$ cat src/rtl/uart_tx_fifo.sv
// rtl/uart_tx_fifo.sv - UART transmitter with byte FIFO, 8N1 (8E1 when UART_TX_PARITY_EN is defined)
module uart_tx_fifo #(
    parameter int CLK_DIV    = 54,
    parameter int OVERSAMPLE = 16,
    parameter int FIFO_AW    = 4
) (
    input  logic             aclk,
    input  logic             BTN_UP,
    input  logic [7:0]       tx_data,
    input  logic             tx_valid,
    output logic             tx_ready,
    output logic             UART_TX,
    output logic             tx_busy,
    output logic [FIFO_AW:0] fifo_count
);

    localparam int DEPTH  = 1 << FIFO_AW;
    localparam int BAUD_W = (CLK_DIV > 1) ? $clog2(CLK_DIV) : 1;
    localparam int TICK_W = (OVERSAMPLE > 1) ? $clog2(OVERSAMPLE) : 1;
    localparam logic [BAUD_W-1:0]  BAUD_MAX = BAUD_W'(CLK_DIV - 1);
    localparam logic [TICK_W-1:0]  TICK_MAX = TICK_W'(OVERSAMPLE - 1);
    localparam logic [BAUD_W-1:0]  BAUD_ONE = BAUD_W'(1);
    localparam logic [TICK_W-1:0]  TICK_ONE = TICK_W'(1);
    localparam logic [FIFO_AW:0]   PTR_ONE  = (FIFO_AW + 1)'(1);

    typedef enum logic [2:0] {
        S_IDLE,
        S_START,
        S_DATA,
`ifdef UART_TX_PARITY_EN
        S_PARITY,
`endif
        S_STOP
    } state_t;

    state_t              state, state_nx;
    logic [7:0]          mem [DEPTH];
    logic [FIFO_AW:0]    wptr, rptr;
    logic [BAUD_W-1:0]   baud_cnt;
    logic [TICK_W-1:0]   tick_cnt;
    logic [2:0]          bit_idx;
    logic [7:0]          shift;
    logic                tx_q;
    logic                line_nx;
    logic                pop;
    logic                push;
    logic                full;
    logic                empty;
    logic                bit_done;
    logic [7:0]          head;
`ifdef UART_TX_PARITY_EN
    logic                parity_q;
`endif

    // Extra pointer MSB distinguishes full from empty when the index bits match
    assign empty      = (wptr == rptr);
    assign full       = (wptr[FIFO_AW] != rptr[FIFO_AW]) &&
                        (wptr[FIFO_AW-1:0] == rptr[FIFO_AW-1:0]);
    assign push       = tx_valid && !full;
    assign head       = mem[rptr[FIFO_AW-1:0]];
    assign bit_done   = (baud_cnt == BAUD_MAX) && (tick_cnt == TICK_MAX);

    assign tx_ready   = !full;
    assign fifo_count = wptr - rptr;
    assign tx_busy    = (state != S_IDLE) || !empty;
    assign UART_TX    = tx_q;

    always_ff @(posedge aclk) begin
        if (push) begin
            mem[wptr[FIFO_AW-1:0]] <= tx_data;
        end
    end

    always_comb begin
        state_nx = state;
        pop      = 1'b0;
        line_nx  = 1'b1;
        case (state)
            S_IDLE: begin
                if (!empty) begin
                    pop      = 1'b1;
                    state_nx = S_START;
                end
            end
            S_START: begin
                line_nx = 1'b0;
                if (bit_done) state_nx = S_DATA;
            end
            S_DATA: begin
                line_nx = shift[0];
                if (bit_done && bit_idx == 3'd7) begin
`ifdef UART_TX_PARITY_EN
                    state_nx = S_PARITY;
`else
                    state_nx = S_STOP;
`endif
                end
            end
`ifdef UART_TX_PARITY_EN
            S_PARITY: begin
                line_nx = parity_q;
                if (bit_done) state_nx = S_STOP;
            end
`endif
            S_STOP: begin
                // Back-to-back frames: pop on the stop-bit end edge, no idle gap
                if (bit_done) begin
                    if (!empty) begin
                        pop      = 1'b1;
                        state_nx = S_START;
                    end else begin
                        state_nx = S_IDLE;
                    end
                end
            end
            default: state_nx = S_IDLE;
        endcase
    end

    always_ff @(posedge aclk) begin
        if (BTN_UP) begin
            state    <= S_IDLE;
            wptr     <= '0;
            rptr     <= '0;
            baud_cnt <= '0;
            tick_cnt <= '0;
            bit_idx  <= '0;
            shift    <= '0;
            tx_q     <= 1'b1;
`ifdef UART_TX_PARITY_EN
            parity_q <= 1'b0;
`endif
        end else begin
            state <= state_nx;
            tx_q  <= line_nx;
            if (push) wptr <= wptr + PTR_ONE;
            if (pop)  rptr <= rptr + PTR_ONE;

            // Clearing on pop keeps every bit exactly CLK_DIV*OVERSAMPLE clocks
            if (pop || state == S_IDLE) begin
                baud_cnt <= '0;
                tick_cnt <= '0;
            end else if (baud_cnt == BAUD_MAX) begin
                baud_cnt <= '0;
                tick_cnt <= (tick_cnt == TICK_MAX) ? '0 : tick_cnt + TICK_ONE;
            end else begin
                baud_cnt <= baud_cnt + BAUD_ONE;
            end

            if (pop) begin
                shift    <= head;
                bit_idx  <= '0;
`ifdef UART_TX_PARITY_EN
                parity_q <= ^head;
`endif
            end else if (state == S_DATA && bit_done) begin
                shift   <= {1'b0, shift[7:1]};
                bit_idx <= bit_idx + 3'd1;
            end
        end
    end

endmodule

$ cat config.mk
export PLATFORM = sky130hd
export DESIGN_NAME = uart_tx_fifo
export DESIGN_NICKNAME = d
export VERILOG_FILES = /design/src/rtl/uart_tx_fifo.sv
export SDC_FILE = /design/constraint.sdc
export NUM_CORES = 1
export LEC_CHECK = 0
export BUFFER_PORTS_ARGS = -buffer_cell sky130_fd_sc_hd__buf_2
export CORE_ASPECT_RATIO = 0.8
export CORE_UTILIZATION = 30
export CTS_CLUSTER_SIZE = 30
export DETAILED_ROUTE_END_ITERATION = 10
export PLACE_DENSITY = 0.48
export SLEW_MARGIN = 40
export SYNTH_ARGS = -nofsm -noshare
export SYNTH_HDL_FRONTEND = slang
export SYNTH_SLANG_ARGS = --single-unit
$ cat constraint.sdc
create_clock -name aclk -period 3.75 [get_ports aclk]
set_input_delay 0.75 -clock aclk [delete_from_list [all_inputs] [get_ports aclk]]
set_output_delay 0.75 -clock aclk [all_outputs]
set_load 0.005 [all_outputs]
==> flow_summary.yaml <==
placement:
  dp_cells: 736
  hpwlAfterDp_um: 10000
  place.gp.congestion: 0.728
  portBuffers: 18
timing:
  hold_viol: 0
  post-route-period-util: 0.766
  timing.final.crit_period_ps: 2870
  setup_tns_ps: 0
  worst_slew_pin_slew_ps: 796
  slew-limit-headroom: 0.467
  slew_violations: 0
  setup_violations: 0
  max_freq_mhz: 348
  rsz0062_at_grt: "no"
  clock_skew_ps: 11.9
yosys:
  synth-seq-cells: 166
  synth_top_cells_by_area: "edfxtp_1, dfxtp_1, mux4_2"
  synth_edf_count: 128
  synth_area_um2: 6950
  synth_warnings: 0
  syn_inst: 424
  synth_largest_area_cell: "edfxtp_1"
  synth_top_area_frac: 0.553
  synthFlopType: "edfxtp_1"
  yosysSeqAreaShare: 0.663
  ys_types: 53
  synthTopCellsByCount: "edfxtp_1, dfxtp_1, mux4_2, nor2_1, nor3_1"
  avgSynthCellArea_um2: 16.4
  async_flop_share: 0
  postSynthNetCount: 454
  yosysMostFrequentCell: "edfxtp_1"
global_route:
  grt-busiest-layer: "met2"
  grt_pass1_vias: 3835
  grt.total_usage: 0.132
  grt_use_met2: 0.197
  grt_overflow: 0
  use_met3: 0.0295
  use_met1: 0.190
  grt_pass1_wl_um: 22600
  antenna_found_initial: 0
  grt_max_degree: 36
setup_path:
  path_class: "reg2out"
  r2r_slack_ps: 1250
  cp_max_fo: 5
  reg2reg_from: "wptr[2]"
  cp.required_ps: 3000
  arrival_ps: 2120
  r2r_end: "mem[4][0]"
  cp-start-kind: "flop"
  cp-end-kind: "output port"
  rr_worst_depth: 5
detailed_routing:
  first_pass_iters: 4
  post-route-drc-count: 0
  via_count: 3686
  vias_per_cell: 4.81
  wirelength_um: 14800
  drt_iter0_drc: 295
  post_drt_wl_per_cell_um: 19.2
  drtAntennaViolNets: 0
clock_tree:
  h-tree-depth: 4
  postCtsSetupBuffers: 0
  cts.clk_slew.worst_paths_ps: 60
  ctsResizeCount: 0
  cts_inserted_buffers: 17
  root_buffer: "clkbuf_16"
  clock_sinks: 166
  clk_path_buf_depth: 2
  worst_skew_pair.late_latency_ps: 430
  cts_tree: "done"
  ctsHoldBuffers: 0
cells_and_area:
  n_antenna_cell: 0
  finalNonFillerCells: 767
  final_layout_size_suffix_gt1_frac: 0.230
  area_growth_syn_to_layout_pct: 15.1
  fin_nets: 479
  fillCellCount: 2128
run_status:
  outcome: "completed"
die:
  dieArea_um2: 23800
  rows: 49
  io-pin-count: 19
  core_area_um2: 22600
  chipWidth_um: 172
  die_h_um: 138
  start_util: 0.307
min_path:
  min_path_type: "reg2reg"
  hp-start: "rptr[4]"
  hold-path-cell-count: 2
  hold_path_end: "rptr[4]"
power_and_ir_drop:
  p_per_area_nw_per_um2: 622
  leakage_nw: 2.56
  irDropWorstVdd_mv: 0.310
job:
  maxCapViolations: 0
[stage by stage]
step,area [µm²],total power [mW],worst slack [ps],utilization,hold WS (ps)
after CTS,7990,5.02,859,0.353,528
after detailed placement,7380,3.21,1240,0.326,507
after global routing,8000,5.20,774,0.354,550
after global placement,7370,3.19,1230,0.326,497
after floorplan,6950,2.92,1530,-,464
final,8000,4.97,879,0.354,527
[report_power, final]
group,switching [mW],internal (mW),leakage [nW]
combinational,0.548,0.417,0.796
sequential,0.106,2.08,1.47
clock,0.759,1.06,0.295
total,1.41,3.56,2.56
[per-layer routing]
layer	vias up	share of wire
met2	49	0.46
met4	0	0.013
li1	1713	-
met5	-	0
met3	15	0.029
met1	1909	0.50
[layout make-up]
cell class                 instances  area [µm²]  area share
clock buffer                      17         425      0.0532
timing repair buffer              25         146      0.0183
inverter                          16        60.1     0.00751
multi-input combinational        223        2190       0.274
clock inverter                    14         186      0.0233
sequential                       166        4610       0.576
tap                              306         383      0.0479
[layout by cell type, fill, tap and decap left out, types with 3 or more instances in the layout]
cell type	synthesis	routed
buf_2	6	18
xor2_1	5	5
xnor2_1	7	7
buf_4	2	6
a21oi_1	7	7
nand2_1	6	6
nor2_2	0	3
nor2_1	30	27
o21ai_0	4	4
edfxtp_1	128	128
inv_6	0	5
nand2b_1	7	7
bufinv_16	0	3
clkbuf_16	0	17
a22o_1	7	7
dfxtp_1	38	37
mux2i_1	16	16
nor3_1	20	20
mux4_2	32	32
a211oi_1	3	3
and3_1	3	3
a21o_1	3	3
nand3_1	8	8
a221oi_2	6	6
inv_1	16	16
or3_1	4	4
ha_1	18	18
a22oi_1	6	6
[critical path, cell delays in order, from the launching register on]
cell and delay, ps:
dfxtp_1 420, inv_1 110, ha_1 240, fa_1 410
inv_1 80, a21o_1 100, a21oi_1 70, xnor2_1 120
buf_2 140
[cells by family after synthesis]
logic type	after synthesis	share of synthesized area
AOI/OAI and AO/OA	49	0.0616
muxes	50	0.130
and+or+nand+nor	92	0.0699
adders and majority gates	19	0.0353
DFF	166	0.663
buffers and inverters	35	0.0232
xor gates and xnor gates	13	0.0175
[worst max-delay path by stage]
stage                  from       endpoint  slack (ps)
finish              wptr[0]  fifo_count[4]         880
global route        wptr[0]  fifo_count[4]         770
CTS                 wptr[0]  fifo_count[4]         860
detailed placement  wptr[2]     mem[14][2]        1240
global placement    wptr[2]      mem[8][2]        1230
floorplan           wptr[0]      mem[0][0]        1530
[sequential cells by signal (all words and copies together), names as in the netlist, named ones only]
signal    flops
mem         128
tick_cnt      4
bit_idx       3
UART_TX       1
rptr          5
shift         8
state         2
baud_cnt      6
wptr          5
Power figures use the tool's default switching activity.
